File: src/rtl/noc_credit_link_buf.sv
// noc_credit_link_buf: credit-flow-controlled link buffer between two mesh router ports.
// One FIFO per VC, round-robin egress under per-VC downstream credits, one upstream credit per dequeue.
// Ports: clk, reset (sync, active-high); up_flit_valid/vc/data in; up_credit_valid/vc out;
//   dn_flit_valid/vc/data out (registered); dn_credit_valid/vc in; error (sticky) out;
//   flit_count/stall_count out (live only when NOC_LINK_STATS_EN is defined, else tied to 0).
module noc_credit_link_buf #(
  parameter int FLIT_WIDTH = 64,
  parameter int NUM_VCS    = 4,
  parameter int BUF_DEPTH  = 4,
  parameter int DN_CREDITS = 4,
  parameter int VC_W       = (NUM_VCS > 1) ? $clog2(NUM_VCS) : 1
) (
  input  logic                  clk,
  input  logic                  reset,
  input  logic                  up_flit_valid,
  input  logic [VC_W-1:0]       up_flit_vc,
  input  logic [FLIT_WIDTH-1:0] up_flit_data,
  output logic                  up_credit_valid,
  output logic [VC_W-1:0]       up_credit_vc,
  output logic                  dn_flit_valid,
  output logic [VC_W-1:0]       dn_flit_vc,
  output logic [FLIT_WIDTH-1:0] dn_flit_data,
  input  logic                  dn_credit_valid,
  input  logic [VC_W-1:0]       dn_credit_vc,
  output logic                  error,
  output logic [31:0]           flit_count,
  output logic [31:0]           stall_count
);
  localparam int PW = (BUF_DEPTH > 1) ? $clog2(BUF_DEPTH) : 1;
  localparam int CW = $clog2(BUF_DEPTH + 1);
  localparam int KW = $clog2(DN_CREDITS + 1);
  logic [FLIT_WIDTH-1:0] r_mem [NUM_VCS][BUF_DEPTH];
  logic [PW-1:0]         r_rd [NUM_VCS];
  logic [PW-1:0]         r_wr [NUM_VCS];
  logic [CW-1:0]         r_cnt [NUM_VCS];
  logic [KW-1:0]         r_cred [NUM_VCS];
  logic [VC_W-1:0]       r_rr, r_dn_vc;
  logic                  r_dn_valid, r_err;
  logic [FLIT_WIDTH-1:0] r_dn_data;
  logic [NUM_VCS-1:0]    w_busy, w_elig, w_wr, w_rd, w_cr;
  logic                  w_gnt, w_up_vc_ok, w_cr_vc_ok, w_up_ok, w_cr_sat, w_err;
  logic [VC_W-1:0]       w_gnt_vc, w_idx;
  always_comb begin
    w_busy = '0;
    w_elig = '0;
    for (int v = 0; v < NUM_VCS; v++) begin
      w_busy[v] = r_cnt[v] != '0;
      w_elig[v] = w_busy[v] && r_cred[v] != '0;
    end
  end
  // Search starts one past the last granted VC and wraps, so the last winner has lowest priority.
  always_comb begin
    w_gnt    = 1'b0;
    w_gnt_vc = '0;
    w_idx    = '0;
    for (int i = 1; i <= NUM_VCS; i++) begin
      w_idx = VC_W'((int'(r_rr) + i) % NUM_VCS);
      if (!w_gnt && w_elig[w_idx]) begin
        w_gnt    = 1'b1;
        w_gnt_vc = w_idx;
      end
    end
  end
  // A write into a full FIFO is legal when that FIFO is dequeued in the same cycle.
  assign w_up_vc_ok = 32'(up_flit_vc) < NUM_VCS;
  assign w_cr_vc_ok = 32'(dn_credit_vc) < NUM_VCS;
  assign w_up_ok    = up_flit_valid && w_up_vc_ok &&
                      (32'(r_cnt[up_flit_vc]) < BUF_DEPTH || (w_gnt && w_gnt_vc == up_flit_vc));
  assign w_cr_sat   = dn_credit_valid && w_cr_vc_ok && 32'(r_cred[dn_credit_vc]) == DN_CREDITS &&
                      !(w_gnt && w_gnt_vc == dn_credit_vc);
  assign w_err      = (up_flit_valid && !w_up_ok) || (dn_credit_valid && !w_cr_vc_ok) || w_cr_sat;
  always_comb begin
    w_wr = '0;
    w_rd = '0;
    w_cr = '0;
    for (int v = 0; v < NUM_VCS; v++) begin
      w_wr[v] = w_up_ok && up_flit_vc == VC_W'(v);
      w_rd[v] = w_gnt && w_gnt_vc == VC_W'(v);
      w_cr[v] = dn_credit_valid && dn_credit_vc == VC_W'(v);
    end
  end
  always_ff @(posedge clk)
    if (w_up_ok) r_mem[up_flit_vc][r_wr[up_flit_vc]] <= up_flit_data;
  always_ff @(posedge clk) begin
    if (reset) begin
      r_rr       <= VC_W'(NUM_VCS - 1);
      r_dn_valid <= 1'b0;
      r_dn_vc    <= '0;
      r_dn_data  <= '0;
      r_err      <= 1'b0;
      for (int v = 0; v < NUM_VCS; v++) begin
        r_rd[v]   <= '0;
        r_wr[v]   <= '0;
        r_cnt[v]  <= '0;
        r_cred[v] <= KW'(DN_CREDITS);
      end
    end else begin
      r_dn_valid <= w_gnt;
      r_dn_vc    <= w_gnt_vc;
      r_dn_data  <= w_gnt ? r_mem[w_gnt_vc][r_rd[w_gnt_vc]] : '0;
      r_err      <= r_err | w_err;
      if (w_gnt) r_rr <= w_gnt_vc;
      for (int v = 0; v < NUM_VCS; v++) begin
        if (w_wr[v]) r_wr[v] <= (32'(r_wr[v]) == BUF_DEPTH - 1) ? '0 : r_wr[v] + 1'b1;
        if (w_rd[v]) r_rd[v] <= (32'(r_rd[v]) == BUF_DEPTH - 1) ? '0 : r_rd[v] + 1'b1;
        if (w_wr[v] != w_rd[v]) r_cnt[v] <= w_wr[v] ? r_cnt[v] + 1'b1 : r_cnt[v] - 1'b1;
        // Grant and return on the same VC cancel; a return at the ceiling saturates.
        if (w_cr[v] && !w_rd[v] && 32'(r_cred[v]) != DN_CREDITS) r_cred[v] <= r_cred[v] + 1'b1;
        else if (w_rd[v] && !w_cr[v]) r_cred[v] <= r_cred[v] - 1'b1;
      end
    end
  end
  assign dn_flit_valid   = r_dn_valid;
  assign dn_flit_vc      = r_dn_vc;
  assign dn_flit_data    = r_dn_data;
  assign up_credit_valid = r_dn_valid;
  assign up_credit_vc    = r_dn_vc;
  assign error           = r_err;
`ifdef NOC_LINK_STATS_EN
  logic [31:0] r_flit_cnt, r_stall_cnt;
  always_ff @(posedge clk) begin
    if (reset) begin
      r_flit_cnt  <= '0;
      r_stall_cnt <= '0;
    end else begin
      r_flit_cnt  <= r_flit_cnt + 32'(r_dn_valid);
      r_stall_cnt <= r_stall_cnt + 32'(|w_busy && !w_gnt);
    end
  end
  assign flit_count  = r_flit_cnt;
  assign stall_count = r_stall_cnt;
`else
  assign flit_count  = 32'd0;
  assign stall_count = 32'd0;
`endif
endmodule

File: config.mk
export PLATFORM = sky130hd
export DESIGN_NAME = noc_credit_link_buf
export DESIGN_NICKNAME = d
export VERILOG_FILES = /design/src/rtl/noc_credit_link_buf.sv
export SDC_FILE = /design/constraint.sdc
export NUM_CORES = 1
export LEC_CHECK = 0
export CAP_MARGIN = 0
export CORE_MARGIN = 1
export CORE_UTILIZATION = 30
export CTS_CLUSTER_DIAMETER = 50
export CTS_CLUSTER_SIZE = 8
export DETAILED_ROUTE_END_ITERATION = 6
export HOLD_SLACK_MARGIN = 0.06
export PLACE_DENSITY = 0.59
export SYNTH_ARGS = -nofsm -noshare
export SYNTH_HDL_FRONTEND = slang
export SYNTH_SLANG_ARGS = --single-unit
File: constraint.sdc
create_clock -name clk -period 5.17 [get_ports clk]
set_clock_uncertainty 0.2 [all_clocks]
set_input_delay 0.7755 -clock clk [delete_from_list [all_inputs] [get_ports clk]]
set_output_delay 0.7755 -clock clk [all_outputs]
set_load 0.02 [all_outputs]
Word level (Yosys, flattened, before mapping)
Memories as Yosys holds them, arrays and structs flattened.
Cells that the tools add are included.
{ "totals": {"n_memories": 5, "ff_bits": 70, "input_bits": 72, "out_inout_bits": 135, "ram_bits": 1064, "word_cells": 284} }
{ "classes": {"bitwise_logic": 24, "n_addsub": 28, "n_mux": 121, "eq_ne": 28, "reduce_logical": 65, "order_cmp": 8} }
{ "mem_list": {"columns": ["memory", "words", "word_bits", "read_ports", "rd_clocked_by_memory_dff", "wr", "line", "source"], "rows": [
  ["r_mem", 4, 256, 1, 0, 1, "32", "logic [FLIT_WIDTH-1:0] r_mem [NUM_VCS][BUF_DEPTH];"],
  ["r_cnt", 4, 3, 5, 0, 4, "35", "logic [CW-1:0] r_cnt [NUM_VCS];"],
  ["r_cred", 4, 3, 5, 0, 4, "36", "logic [KW-1:0] r_cred [NUM_VCS];"],
  ["r_rd", 4, 2, 5, 0, 4, "33", "logic [PW-1:0] r_rd [NUM_VCS];"],
  ["r_wr", 4, 2, 5, 0, 4, "34", "logic [PW-1:0] r_wr [NUM_VCS];"]
]} }
{ "ops": {"columns": ["operator", "count"], "rows": [
  ["two-way mux 256 bit", 1],
  ["two-way mux 64 bit", 3],
  ["binary-select mux 64 bit (select 2 bit)", 1],
  ["demux 64 bit (select 2 bit)", 1],
  ["two-way mux 1 bit", 75],
  ["two-way mux 3 bit", 16],
  ["two-way mux 2 bit", 20],
  ["logical AND 1 bit", 38],
  ["equality test 2 bit (second input constant)", 14],
  ["adder 3 x 1 -> 3 bit (second input constant)", 8],
  ["nonzero test 3 bit", 8],
  ["subtractor 3 x 1 -> 3 bit (second input constant)", 8],
  ["bitwise OR 1 bit", 21],
  ["adder 2 x 1 -> 2 bit (second input constant)", 10],
  ["zero test 1 bit", 13],
  ["< comparator 2 x 3 -> 1 bit (second input constant)", 4],
  ["inequality test 3 bit (second input constant)", 4],
  ["binary-select mux 1 bit (select 2 bit)", 4],
  ["equality test 2 x 1 -> 1 bit (second input constant)", 3],
  ["greater-or-equal comparator 3 bit (second input constant)", 2],
  ["zero test 2 bit", 3],
  ["NOT 2 -> 3 bit", 2],
  ["adder 2 bit (second input constant)", 2],
  ["equality test 2 bit", 2],
  ["other kinds (7)", 11]
]} }

Depth between registers and ports, before layout
Gate-level depths: netlist of the first run.
An unclocked memory read counts as a cell.
{ "depth": {"ltp_word": 25, "ltp_mapped": 14, "depth_no_buf": 13} }

Least setup slack after synthesis of the first run
No wires, ideal clock.
{ "synth_path": {"path_type": "reg2reg", "from": "mem r_cred[3][0] (netlist bit)", "to": "mem r_mem[2][100] (netlist bit) (enable)", "required_time_ns": 4.484, "setup_ns": 0.486, "path_stages_with_launch": 11, "slack_ns": -0.378, "n_path_buf": 1, "arrival_ns": 4.862, "period_less_slack_ns": 5.548, "path_cell_list": "edfxtp_1 > inv_1 > ha_1 > nor2b_1 > nor3_1 > o21ai_1 > nand3_1 > a211oi_2 > o2111ai_1 > clkbuf_1 > nor2_1"} }
{ "synth_lines": {"columns": ["item", "line"], "rows": [
  ["start: declaration", "36"],
  ["end: declaration", "32"]
]} }

==> results.md, run 1 <==
* Status: complete, no violations
* Final core area utilization at 0.362
* Top cells by area, synth: edfxtp_1 (72%), mux4_2 (6.6%), mux2i_1 (4.5%), dfxtp_1 (3.2%), a21oi_1 (1.6%)
* Synth Register Bits at between 1000 and 1500
* Critical path type: flop to flop
* Per-cell routed wire length at around 23 um
* Initial DRC count at 1898
* First-pass DRT Iterations at 5
* Worst Hold Class: flop to flop
* GR Util All Layers at 0.145
* Inserted Clock Buffers at 162
* Final setup fails at 0
* CP Capture Type: flop
* First-pass GRT wire length at ~160 mm
* DRC Markers at 0
* Total gr overflow at 0
* Die area at roughly 0.15 mm2
* WP data required at approximately 5.6 ns
* Core ar. at between 0.1 and 0.15 mm2
* Site Rows at 140
* H-tree Lvls at 4
* Synth Cell Area at around 0.044 mm2
* Initial Util at 0.303
* Worst EP arrival at between 4 and 5 ns
* CP Launch Type: flop
* Top cell type's share of synthesized area at 0.720
* Fraction of registers with async set or reset after synthesis at 0
* Largest net degree at the start of global routing at roughly 160
* Die H at roughly 390 um
* CTS clock-pin slew for the worst setup and hold paths at 0.05 ns
* Drt total wl at ~110 mm
* Vias at ~24000
* Yosys top cell by area: edfxtp_1
* Synth Warn # at 0
* Detail Route Antenna Nets at 0
* Root buf cell: clkbuf_16
* GP Congestion at ~0.76
* Setup TNS at 0 ns
* RSZ-0062 raised after global routing: false
* DIE WIDTH at ~390 um
* Final Hold Slack at ~0.34 ns
* Port buffer count at ~140
* Crit Path Max Fanout at 39
* Worst Tran Pin Value at about 1 ns
* Pwr Density at ~730 mW/mm2
* Netlist cell types at 58
* Fin crit share at 0.815
* EDFF count, synth at around 1100
* Setup slack at placement at 0.981 ns
* TritonCTS clock tree: done
* Cts hold-fix bufs at 0
* Rel. slew slack at 0.328
* Clk_lat worst skew at between 0.7 and 0.8 ns
* Tmin final at 4.21 ns
* Max clock buf depth at 3
* Pleak at between 15 and 20 nW
* Vias in the first global route at ~24000
* Max Freq at 0.237 GHz
* Number of I/O pins at roughly 210
* Clock Sinks at about 1100
* Syn_area_per_cell at 17.7 um2
* Setup ws final at between 0.9 and 1 ns
* Register area share after synthesis at 0.752
* Instance count of the mapped netlist at 2514
* Setup bufs post-CTS at 0
* Nets@finish at about 2800
* Placed inst area at between 0.04 and 0.05 mm2
* Finished layout cell area at between 0.05 and 0.06 mm2
* DP HPWL at between 50 and 60 mm
* Final max-slew violation count at 0
* Max_cap viols at 0
* Peak supply drop at 1.31 mV
* Share of layout cells above drive strength 1 at 0.143
* Initial antenna violation count at 18
* CTS-repair resized insts at 0
* Main flop type after synthesis: edfxtp_1
* P&R area growth vs syn at 19.3%
* Final Hold Fails at 0
* Via density at 4.96
## power by group
group	internal (mW)	switching [mW]	total, mW	leakage (nW)
Clock	6.05	3.78	9.83	2.29
Sequential	10.8	0.386	11.2	10.2
Combinational	7.10	10.4	17.5	4.92
Total	24.0	14.5	38.5	17.4
## state kept, by name (all words and copies together), names as in the netlist
name,cells
error,1
dn_flit_valid,1
r_mem,1024
r_cred,12
dn_flit_vc,2
r_rd,8
r_rr,2
r_wr,8
dn_flit_data,64
r_cnt,12
## per-stage QoR
stage / instances / total power, mW
2_1_floorplan: 2577 / 24.1
3_3_place_gp: 4467 / 29.0
3_5_place_dp: 4467 / 29.1
4_1_cts: 4757 / 39.0
5_1_grt: 4757 / 40.5
6_report: 4759 / 38.5
## final cells by class
type	count	area, um2
clock inverter	13	150
inverter	14	52.6
multi-input combinational	1201	10100
clock buffer	277	4640
antenna	2	5.00
timing repair buffer	201	2190
tap	1917	2400
sequential	1134	33400
fill	13500	93300
## synth_stat cells (6+ instances only)
master    number
o22ai_1       67
buf_4         87
clkbuf_1      89
mux4_2       130
buf_2         25
a211oi_1      66
mux2i_1      198
buf_6          7
nand2_1      149
nand2b_1      15
xnor2_1        9
a21oi_1      138
fa_1           7
nor3b_1        6
dfxtp_1       70
nor4_1        72
buf_1         20
a22oi_1       68
nand3_1        8
ha_1          11
nor3_1        76
nor4b_1        6
or3_1         12
edfxtp_1    1064
inv_1         14
nor2_1        42
## worst max-delay path, stage by stage, from the launching register on
cell      delay (ns)
edfxtp_1        0.44
inv_1           0.12
ha_1            0.19
nor2b_1         0.36
nor3_1          0.12
o21ai_1         0.45
nand2_4         0.39
and3_1          0.36
a311oi_4        0.25
buf_12          0.37
buf_4           0.30
mux2i_1         0.30
o22ai_1         0.13
## cell families after synthesis
family / Yosys count / share of synthesized area
flops: 1134 / 0.752
compound gates: 370 / 0.0535
mux: 328 / 0.111
xor+xnor: 13 / 0.00257
buf+inv: 242 / 0.0297
fa+ha+maj: 18 / 0.00626
other cells: 1 / 0.0000845
simple gates: 408 / 0.0458
## worst paths after layout
| kind | start | end | slack [ns] | depth (start not counted) |
|---|---|---|---|---|
| worst max register to register | r_cred[3][0] | dn_flit_data[46] | 0.96 | 12 |
| worst min-delay path | error | error | 0.34 | 2 |
| worst max-delay path | r_cred[3][0] | dn_flit_data[46] | 0.96 | 12 |
| worst min register to register | error | error | 0.34 | 2 |
## routing by layer
metal / track usage / vias to the layer above / part of all wire
li1: - / 10400 / -
met1: 0.188 / 12300 / 0.43
met2: 0.239 / 709 / 0.49
met3: 0.0373 / 179 / 0.061
met4: 0.0409 / 24 / 0.020
met5: 0 / - / 0.0013
## cell usage in the layout (no fill, tap or decap), types with 9 or more instances in the layout
master | synthesis | layout
mux4_2 | 130 | 130
buf_12 | 0 | 26
dfxtp_1 | 70 | 70
clkbuf_16 | 0 | 167
nor3_1 | 76 | 76
nor4_1 | 72 | 72
ha_1 | 11 | 11
nor2_1 | 42 | 24
or3_1 | 12 | 11
edfxtp_1 | 1064 | 1064
nor2_4 | 0 | 18
a22oi_1 | 68 | 68
a211oi_1 | 66 | 66
inv_1 | 14 | 14
conb_1 | 1 | 64
mux2i_1 | 198 | 198
a21oi_1 | 138 | 138
clkbuf_1 | 89 | 105
o22ai_1 | 67 | 67
nand2_1 | 149 | 147
nand2b_1 | 15 | 15
xnor2_1 | 9 | 9
clkdlybuf4s50_1 | 0 | 142
buf_4 | 87 | 33
Power figures use the tool's default switching activity.
==> run 2: changes to the inputs <==
==> constraint.sdc (replaced) <==
create_clock -name clk -period 3.43 [get_ports clk]
set_clock_uncertainty 0.2 [all_clocks]
set_input_delay 0.5145 -clock clk [delete_from_list [all_inputs] [get_ports clk]]
set_output_delay 0.5145 -clock clk [all_outputs]
set_load 0.02 [all_outputs]
==> run 2 against run 1 <==
  * The flow now finishes with violations (negative setup slack)
  * Cell area grew 5.8%
  * Register-to-register slack got worse by 1.0 ns
  * Die area stayed put
  * Setup slack lost 1.0 ns
==> results.md, run 2 (synthesized netlist as in run 1, its figures left out) <==
* DIE WIDTH at just under 400 um
* Reg-to-Reg Start: r_cred[3][1]
* Footprint of the multi-input gates at 0.0105 mm2
* Finished layout cell area at 0.0560 mm2
* Max_cap viols at 0
* Failing checks: negative setup slack
* CP Launch Type: flop
* Crit Path Max Fanout at 11
* Tmin final at roughly 3.5 ns
* Die H at roughly 390 um
* Cts hold-fix bufs at 0
* WP data required at just under 4 ns
* CP Capture Type: flop
* Via density at 4.90
* GP Congestion at 0.769
* Max Freq at about 0.29 GHz
* Worst EP arrival at between 3 and 4 ns
* Vias in the first global route at 24500
* Core ar. at around 0.15 mm2
* Worst R2R Setup Slack at -0.05 ns
* CTS clock-pin slew for the worst setup and hold paths at around 0.050 ns
* Per-cell routed wire length at about 23 um
* Drt total wl at approximately 110 mm
* DRC Markers at 0
* Hold wc startpoint: error
* Initial DRC count at between 1500 and 2000
* Largest net degree at the start of global routing at 86
* Vias at about 24000
* P&R area growth vs syn at 26.2%
* Initial antenna violation count at 8
* RSZ-0062 raised after global routing: true
* Share of layout cells above drive strength 1 at 0.225
* Die area at approximately 0.15 mm2
* Placed inst area at 0.0501 mm2
* Total gr overflow at 0
* Worst Tran Pin Value at 0.748 ns
* Fillers at approximately 13000
* First-pass GRT wire length at approximately 160 mm
* TritonCTS clock tree: done
* Clk_lat worst skew at 0.77 ns
* First-pass DRT Iterations at 5
* Fin crit share at 1.02
* Root buf cell: clkbuf_16
* Register cell area after layout at 0.0334 mm2
* Initial Util at 0.303
* Worst Hold Class: flop to flop
* Nets@finish at 3028
* Detail Route Antenna Nets at 0
* Site Rows at 140
* Rel. slew slack at 0.500
* Commonest non-fill, non-tap cells in the layout: edfxtp_1 (1064), mux2i_1 (178), clkbuf_16 (173), buf_4 (171), nand2_1 (147)
* H-tree Lvls at 4
* Port buffer count at roughly 140
* Status: finished with violations
* CP Launch Point: r_cred[3][1]
* Commonest non-fill, non-tap cell in the layout: edfxtp_1
* Max clock buf depth at 3
* Setup ws final at -0.0515 ns
* Inserted Clock Buffers at roughly 170
* DP HPWL at roughly 66 mm
* Critical path type: flop to flop
* Final Hold Fails at 0
* Final max-slew violation count at 0
* Max reg flops at 1024
* Number of I/O pins at just over 200
* Final setup fails at 1
* Clock Sinks at around 1100
* GR Util All Layers at 0.147
-- run 2: cell types whose count changed in the layout (fill, tap and decap cells not counted), moves of 7 or more --
cell and change:
o22ai_1 -7, mux2i_1 -20, mux2i_2 +14, a211oi_2 +7, buf_12 +54, buf_6 +17
a211oi_1 -7, buf_4 +138
-- run 2: final timing paths --
kind	depth (start not counted)	endpoint
setup / recovery	17	dn_flit_data[5]
hold / removal	2	error
setup reg to reg	17	dn_flit_data[5]
hold reg to reg	2	error
-- run 2: routing by layer --
metal	share of wire	vias up	GRT usage
met3	0.061	167	0.0337
met1	0.44	12600	0.198
met2	0.48	747	0.236
met5	0.00069	-	0
met4	0.018	12	0.0413
li1	-	10900	-
-- run 2: timing repair --
action                                 4_1_cts  5_1_grt
pin swaps                                    4       25
endpoints found under the hold margin        0        0
setup endpoints to repair                  132     1074
gates cloned                                 0        7
resized for setup                            3       84
buffers inserted                             5       50
-- run 2: layout make-up --
type | count | area share
flip-flops and latches | 1134 | 0.595
repair buffers | 422 | 0.0857
well taps | 1917 | 0.0428
diodes | 1 | 0.0000447
clock inverters | 19 | 0.00532
inverters | 14 | 0.000938
clock buffers | 280 | 0.0825
multi-input cells | 1201 | 0.187
-- run 2: critical path: stages, from the launching register on --
cell,delay [ns]
edfxtp_1,0.37
inv_2,0.07
ha_4,0.16
nor2b_4,0.14
o31a_1,0.36
a211oi_4,0.29
buf_4,0.17
buf_12,0.14
nand2_1,0.07
a21oi_1,0.24
a311oi_4,0.07
buf_12,0.16
buf_6,0.12
clkbuf_16,0.16
buf_4,0.13
mux2i_1,0.11
buf_4,0.15
o22ai_1,0.25
-- run 2: metrics by stage --
step                hold WS, ns  utilization  setup WS [ns]  std cells  TNS (ns)
detailed placement        0.361        0.342        -0.0339       4628    -0.238
floorplan                 0.362            -         -0.196       2577   -182.23
CTS                       0.311        0.376        0.00111       4932         0
finish                    0.358        0.383        -0.0515       4988   -0.0515
global route              0.395        0.383         -0.105       4987     -2.84
global placement          0.365        0.342        -0.0433       4628    -0.148
Power of run 2 is left out: the tool's default activity adds up to more than one toggle a clock period on the data nets, which glitch-free logic cannot reach.
==> run 3: changes to the inputs <==
--- a/config.mk
+++ b/config.mk
@@ -5,7 +5,7 @@
 export SDC_FILE = /design/constraint.sdc
 export NUM_CORES = 1
 export LEC_CHECK = 0
-export CAP_MARGIN = 0
+export CAP_MARGIN = 20
 export CORE_MARGIN = 1
 export CORE_UTILIZATION = 30
 export CTS_CLUSTER_DIAMETER = 50
==> results of run 3 <==
The final DEF is identical to that of run 2; final timing and power are the same.
Power of run 3 is left out for the same reason.
